## src/rtl/lock_watchdog.sv

```systemverilog
// lock_watchdog
// Clock-lock supervisor for the startup clock domain. Once RUN has been
// stable for a while it watches the DAQ MMCM, trigger MMCM and QPLL lock
// indicators. It debounces lock drops and counts the ones that last long
// enough. A loss that persists raises a RESTART_REQ pulse, which the reset
// manager turns into SYS_RST.
//
// Ports
//   STUP_CLK        startup clock; every flop uses its rising edge
//   SYS_RST         asynchronous active-high reset
//   RUN             async, system-running indication
//   DAQ_MMCM_LOCK   async lock, source 0
//   TRG_MMCM_LOCK   async lock, source 1
//   QPLL_LOCK       async lock, source 2
//   QPLL_ERROR      async, latched into STICKY[3] only
//   MASK[2:0]       static, bit i excludes source i from counting/restart
//   CLR_CNT         synchronous clear of counters and sticky bits
//   RESTART_REQ     restart request pulse, REQ_LEN cycles wide
//   LOSS_CNT_*      saturating debounced-loss event counters
//   STICKY[3:0]     [2:0] per-source loss latches, [3] QPLL_ERROR latch
//   WD_STATE[2:0]   FSM state code
module lock_watchdog #(
  parameter logic [7:0]  DEBOUNCE    = 8'd16,
  parameter logic [19:0] RESTART_DLY = 20'd40000,
  parameter logic [15:0] ARM_DLY     = 16'd1000,
  parameter logic [3:0]  REQ_LEN     = 4'd8,
  parameter logic [19:0] HOLDOFF     = 20'd100000
) (
  input  logic       STUP_CLK,
  input  logic       SYS_RST,
  input  logic       RUN,
  input  logic       DAQ_MMCM_LOCK,
  input  logic       TRG_MMCM_LOCK,
  input  logic       QPLL_LOCK,
  input  logic       QPLL_ERROR,
  input  logic [2:0] MASK,
  input  logic       CLR_CNT,
  output logic       RESTART_REQ,
  output logic [7:0] LOSS_CNT_DAQ,
  output logic [7:0] LOSS_CNT_TRG,
  output logic [7:0] LOSS_CNT_QPLL,
  output logic [3:0] STICKY,
  output logic [2:0] WD_STATE
);

  typedef enum logic [2:0] {
    ST_IDLE   = 3'd0,
    ST_ARMING = 3'd1,
    ST_ARMED  = 3'd2,
    ST_REQ    = 3'd3,
    ST_HOLD   = 3'd4
  } wd_state_t;

  // Terminal timer values. A zero parameter is treated like one so the
  // subtraction cannot wrap around.
  localparam logic [19:0] ARM_LAST  = (ARM_DLY == 16'd0) ? 20'd0 : {4'd0, ARM_DLY} - 20'd1;
  localparam logic [19:0] RST_LAST  = (RESTART_DLY == 20'd0) ? 20'd0 : RESTART_DLY - 20'd1;
  localparam logic [19:0] REQ_LAST  = (REQ_LEN == 4'd0) ? 20'd0 : {16'd0, REQ_LEN} - 20'd1;
  localparam logic [19:0] HOLD_LAST = (HOLDOFF == 20'd0) ? 20'd0 : HOLDOFF - 20'd1;

  // Synchronizer bit map: 0 RUN, 1 DAQ lock, 2 TRG lock, 3 QPLL lock, 4 QPLL_ERROR
  logic [4:0] async_in;
  logic [4:0] sync1_q, sync1_d;
  logic [4:0] sync2_q, sync2_d;

  logic       run_s;
  logic [2:0] lock_s;
  logic       err_s;

  logic [2:0][7:0] deb_cnt_q, deb_cnt_d;
  logic [2:0]      loss;
  logic [2:0]      loss_prev_q, loss_prev_d;
  logic [2:0]      loss_rise;
  logic            any_loss;

  logic [2:0][7:0] loss_cnt_q, loss_cnt_d;
  logic [3:0]      sticky_q, sticky_d;

  wd_state_t       state_q, state_d;
  logic [19:0]     tmr_q, tmr_d;
  logic            req_q, req_d;

  assign async_in = {QPLL_ERROR, QPLL_LOCK, TRG_MMCM_LOCK, DAQ_MMCM_LOCK, RUN};
  assign run_s    = sync2_q[0];
  assign lock_s   = sync2_q[3:1];
  assign err_s    = sync2_q[4];

  // Debounce. The counter saturates at DEBOUNCE and clears on a high
  // sample. loss is also gated by the current synced sample: that way a
  // drop of exactly DEBOUNCE cycles, which reaches the count on the same
  // edge its first high sample arrives, is not counted. A longer drop
  // still raises loss DEBOUNCE+2 cycles after the input falls.
  always_comb begin
    sync1_d     = async_in;
    sync2_d     = sync1_q;
    deb_cnt_d   = deb_cnt_q;
    loss        = 3'b000;
    for (int i = 0; i < 3; i++) begin
      if (lock_s[i]) begin
        deb_cnt_d[i] = 8'd0;
      end else if (deb_cnt_q[i] < DEBOUNCE) begin
        deb_cnt_d[i] = deb_cnt_q[i] + 8'd1;
      end
      loss[i] = (deb_cnt_q[i] == DEBOUNCE) && !lock_s[i] && !MASK[i];
    end
    loss_prev_d = loss;
    loss_rise   = loss & ~loss_prev_q;
    any_loss    = |loss;
  end

  // Event counters and sticky latches. Loss edges count only while ARMED,
  // the error latch is live in every state, and a clear overrides both.
  always_comb begin
    loss_cnt_d = loss_cnt_q;
    sticky_d   = sticky_q;
    for (int i = 0; i < 3; i++) begin
      if (state_q == ST_ARMED && loss_rise[i]) begin
        sticky_d[i] = 1'b1;
        if (loss_cnt_q[i] != 8'hFF) begin
          loss_cnt_d[i] = loss_cnt_q[i] + 8'd1;
        end
      end
    end
    if (err_s) begin
      sticky_d[3] = 1'b1;
    end
    if (CLR_CNT) begin
      loss_cnt_d = '0;
      sticky_d   = 4'b0000;
    end
  end

  // One timer is shared by all states because only one phase is timed
  // at a time.
  always_comb begin
    state_d = state_q;
    tmr_d   = tmr_q;
    req_d   = 1'b0;
    case (state_q)
      ST_IDLE: begin
        tmr_d = 20'd0;
        if (run_s) begin
          state_d = ST_ARMING;
          // The IDLE cycle that saw RUN counts as the first arm cycle,
          // so ARMED lands ARM_DLY+2 cycles after RUN rises.
          tmr_d   = 20'd1;
        end
      end
      ST_ARMING: begin
        if (!run_s) begin
          state_d = ST_IDLE;
          tmr_d   = 20'd0;
        end else if (tmr_q >= ARM_LAST) begin
          state_d = ST_ARMED;
          tmr_d   = 20'd0;
        end else begin
          tmr_d = tmr_q + 20'd1;
        end
      end
      ST_ARMED: begin
        if (!run_s) begin
          state_d = ST_IDLE;
          tmr_d   = 20'd0;
        end else if (any_loss) begin
          if (tmr_q >= RST_LAST) begin
            state_d = ST_REQ;
            tmr_d   = 20'd0;
            req_d   = 1'b1;
          end else begin
            tmr_d = tmr_q + 20'd1;
          end
        end else begin
          tmr_d = 20'd0;
        end
      end
      ST_REQ: begin
        if (tmr_q >= REQ_LAST) begin
          state_d = ST_HOLD;
          tmr_d   = 20'd0;
        end else begin
          tmr_d = tmr_q + 20'd1;
          req_d = 1'b1;
        end
      end
      ST_HOLD: begin
        // Normally SYS_RST ends this state; the timeout only guards
        // against a reset manager that never responds.
        if (tmr_q >= HOLD_LAST) begin
          state_d = ST_IDLE;
          tmr_d   = 20'd0;
        end else begin
          tmr_d = tmr_q + 20'd1;
        end
      end
      default: begin
        state_d = ST_IDLE;
        tmr_d   = 20'd0;
      end
    endcase
  end

  always_ff @(posedge STUP_CLK or posedge SYS_RST) begin
    if (SYS_RST) begin
      sync1_q     <= 5'd0;
      sync2_q     <= 5'd0;
      deb_cnt_q   <= '0;
      loss_prev_q <= 3'b000;
      loss_cnt_q  <= '0;
      sticky_q    <= 4'b0000;
      state_q     <= ST_IDLE;
      tmr_q       <= 20'd0;
      req_q       <= 1'b0;
    end else begin
      sync1_q     <= sync1_d;
      sync2_q     <= sync2_d;
      deb_cnt_q   <= deb_cnt_d;
      loss_prev_q <= loss_prev_d;
      loss_cnt_q  <= loss_cnt_d;
      sticky_q    <= sticky_d;
      state_q     <= state_d;
      tmr_q       <= tmr_d;
      req_q       <= req_d;
    end
  end

  assign RESTART_REQ   = req_q;
  assign LOSS_CNT_DAQ  = loss_cnt_q[0];
  assign LOSS_CNT_TRG  = loss_cnt_q[1];
  assign LOSS_CNT_QPLL = loss_cnt_q[2];
  assign STICKY        = sticky_q;
  assign WD_STATE      = state_q;

endmodule

```

## config.mk

```make
export PLATFORM = sky130hd
export DESIGN_NAME = lock_watchdog
export DESIGN_NICKNAME = d
export VERILOG_FILES = /design/src/rtl/lock_watchdog.sv
export SDC_FILE = /design/constraint.sdc
export NUM_CORES = 1
export LEC_CHECK = 0
export BUFFER_PORTS_ARGS = -buffer_cell sky130_fd_sc_hd__buf_2
export CAP_MARGIN = 30
export CELL_PAD_IN_SITES_DETAIL_PLACEMENT = 0
export CELL_PAD_IN_SITES_GLOBAL_PLACEMENT = 2
export CORE_MARGIN = 2
export CORE_UTILIZATION = 40
export CTS_BUF_LIST = sky130_fd_sc_hd__clkbuf_4
export DETAILED_ROUTE_END_ITERATION = 8
export GPL_TIMING_DRIVEN = 0
export HOLD_SLACK_MARGIN = 0.12
export PLACE_DENSITY = 0.84
export SYNTH_ARGS = -nofsm -noshare
export SYNTH_HDL_FRONTEND = slang
export SYNTH_SLANG_ARGS = --single-unit
```

## constraint.sdc

```tcl
create_clock -name STUP_CLK -period 2.92 [get_ports STUP_CLK]
set_clock_uncertainty 0.15 [all_clocks]
set_input_delay 0.146 -clock STUP_CLK [delete_from_list [all_inputs] [get_ports STUP_CLK]]
set_output_delay 0.146 -clock STUP_CLK [all_outputs]
set_load 0.01 [all_outputs]
```

==> results.cfg <==
[logic_synthesis]
netlist_area_um2 = 4200
syn-instance-count = 400
synth.largest_area_cell = dfrtp_1
synth_compound_area_frac = 0.09264
seq_area_frac_synth = 0.5302
synth_top_area_frac = 0.5302
synth_xor_area_frac = 0.07090
async_flop_share = 1.000
synth_cell_types = 53
synth_warnings = 0
synth_area_leaders = dfrtp_1 (53%), nor2_1 (6.2%), xnor2_1 (5.0%)
synth_ff_type = dfrtp_1
synthMuxAreaShare = 0.02532
synth_fa_ha_area_frac = 0.02979
synth_simple_gate_area_share = 0.2136
synth.avg_cell_area_um2 = 10.50
yosys_register_bits = 89
synth_top_family_by_area = simple AND/OR/NAND/NOR gates
synth-edff-count = 0

[drt]
drc = 0
ant_nets = 0
avgRoutedWirePerCell_um = 13.44
drtPass1Iterations = 4
drtIter0Drc = 96
vias_per_cell = 4.977
wl_mm = 8.146
vias = 3016

[floorplan]
coreArea_um2 = 10280
die_area_um2 = 11340
die_h_um = 106.5
start_util = 0.4087
num_rows = 37
die_w_um = 106.5
ios = 43

[placement]
dpl.hpwl_mm = 5.719
place_congestion = 0.7779
io_buffers = 42

[critical_path]
crit_buf_inv = 1
crit_fanout = 10
rr_worst_depth = 6
cp.depth = 6
crit_path_end_kind = flop
start_kind = flop
cp_cell_sequence = clkbuf_1 > nor4b_1 > nand4_1 > a31oi_2 > nand3_1 > mux2_2
cp_top_family = simple AND/OR/NAND/NOR gates
worst_ep_arrival_time_ns = 2.77
critPathKind = reg2reg
required_ns = 3.11
max_stage_delay_ns = 0.48
slowest_stage = a31oi_2

[min_path]
min_path_type = in2async

[clock_tree]
cts_root_buffer = clkbuf_4
clkLatencyLatePin_ns = 0.43
clockBufferDepth = 2
cts.sinks = 89
clk_pin_slew_ns = 0.14
cts_max_level = 3
cts_tree = yes
cts_buffers = 9

[cells_and_area]
drive_gt1_frac = 0.1596
final_util = 0.4737
nNetsFinal = 487
insertedDiodeCount = 0
fillers = 1026
syn2layout_area_growth_pct = 15.91

[power]
comb_power_share = 0.082
power_mw = 2.211
sw_frac_of_total = 0.2425
clkPwrFrac = 0.336
p_int_mw = 1.675
seqPwrFrac = 0.582
pwr_density_cell_nw_per_um2 = 454.2
netSwitchingPower_mw = 0.5362
power_leakage_nw = 2.203
ir_drop_v = 0.0003104

[grt]
antenna_found_initial = 0
grt_pass1_vias = 2989
grt.overflow.total = 0
grt_pass1_wl_mm = 14.25
grt_max_degree = 53
grt_usage = 0.1586

[timing]
hold_violations = 0
relSlewSlack = 0.4296
setup_viol = 0
min_period_ns = 2.588
fmax_mhz = 386.4
whs_ns = 0.1374
tightest_slew_ns = 0.8478
period_share = 0.8863
slew_violations = 0
rsz0062_at_grt = no

[job]
max_cap_violations = 0

[run_status]
status = complete, no violations
-- worst paths after layout --
path,slack (ns),end,startpoint
worst max-delay path,0.33,LOSS_CNT_DAQ[7],WD_STATE[1]
worst min-delay path,0.14,tmr_q[6],SYS_RST
worst max register to register,0.33,LOSS_CNT_DAQ[7],WD_STATE[1]
worst min register to register,0.21,sync2_q[1],sync1_q[1]
max in group asynchronous,1.85,deb_cnt_q[5],SYS_RST
min in group STUP_CLK,0.20,sync1_q[2],TRG_MMCM_LOCK
-- flip-flops by register name, summed over array words and instances, names as in the netlist, 3 cells and up --
| register | cells |
|---|---|
| sync2_q | 5 |
| WD_STATE | 3 |
| LOSS_CNT_DAQ | 8 |
| LOSS_CNT_QPLL | 8 |
| loss_prev_q | 3 |
| LOSS_CNT_TRG | 8 |
| sync1_q | 5 |
| STICKY | 4 |
| deb_cnt_q | 24 |
| tmr_q | 20 |
-- area by class of cell --
class | count | area [um2] | share of cell area
inverters | 25 | 96.34 | 0.01979
clock inverters | 6 | 82.58 | 0.01696
clock buffers | 9 | 67.56 | 0.01388
plain buffers | 12 | 60.06 | 0.01234
multi-input cells | 276 | 1827 | 0.3752
repair buffers | 53 | 337.8 | 0.06939
flip-flops and latches | 89 | 2227 | 0.4575
well taps | 136 | 170.2 | 0.03495
-- per-layer routing --
layer / global-route usage / share of wire / wire, um
met4: 0.04638 / 0.013 / 104
met5: 0 / 0 / 0
met2: 0.2473 / 0.47 / 3815
met1: 0.2129 / 0.48 / 3947
met3: 0.05028 / 0.034 / 277
-- logic make-up after synthesis --
family / count (synthesis)
buffers and inverters: 37
other: 1
flip-flops: 89
AO/OA/AOI/OAI: 45
multiplexers: 10
adder cells (fa/ha/maj): 10
XOR/XNOR: 34
AND/OR/NAND/NOR: 174
-- synthesized netlist by cell type, types with 9 or more instances --
cell      count
xnor2_1      24
clkbuf_1      9
nand3_1      13
inv_1        25
nor2_1       69
ha_1         10
nor2b_1      14
dfrtp_1      89
nand4_1      15
nand2_1      15
xor2_1       10
-- metrics by stage --
stage | setup WS (ns) | instance area (um2) | cells | TNS [ns]
floorplan | 0.3171 | 4208 | 402 | 0
global placement | -0.8230 | 4588 | 580 | -72.52
detailed placement | 0.3216 | 4618 | 581 | 0
CTS | 0.2932 | 4868 | 606 | 0
global route | 0.1182 | 4868 | 606 | 0
finish | 0.3320 | 4868 | 606 | 0
-- placed cells by master (no fill, tap or decap), drive strengths merged, types with 4 or more instances in the layout --
cell type	count
dfrtp	89
nor2	70
buf	46
inv	26
xnor2	24
clkbuf	18
nand2	15
nand4	15
nor2b	14
nand3	13
xor2	10
ha	10
dlygate4sd3	10
a21oi	8
nor3	8
and3	7
nor4	5
and2	5
nand2b	5
mux2	5
mux2i	5
a41o	4
nor4b	4
a2111oi	4
a311oi	4
-- worst min-delay path, stage by stage --
cell,delay [ns]
dlygate4sd3_1,0.53
buf_2,0.13
inv_4,0.38
-- power groups by stage --
stage               registers, mW  logic (mW)  clock network (mW)
detailed placement           1.31       0.175                   0
CTS                          1.29       0.185               0.782
floorplan                    1.31       0.119                   0
global placement             1.31       0.167                   0
finish                       1.29       0.181               0.744
global route                 1.29       0.207               0.835
-- repair_timing --
item,4_1_cts,5_1_grt
hold buffers,10,0
buffers inserted,0,0
resized for setup,0,0
endpoints found under the hold margin,107,0
(Power assumes the default switching activity.)
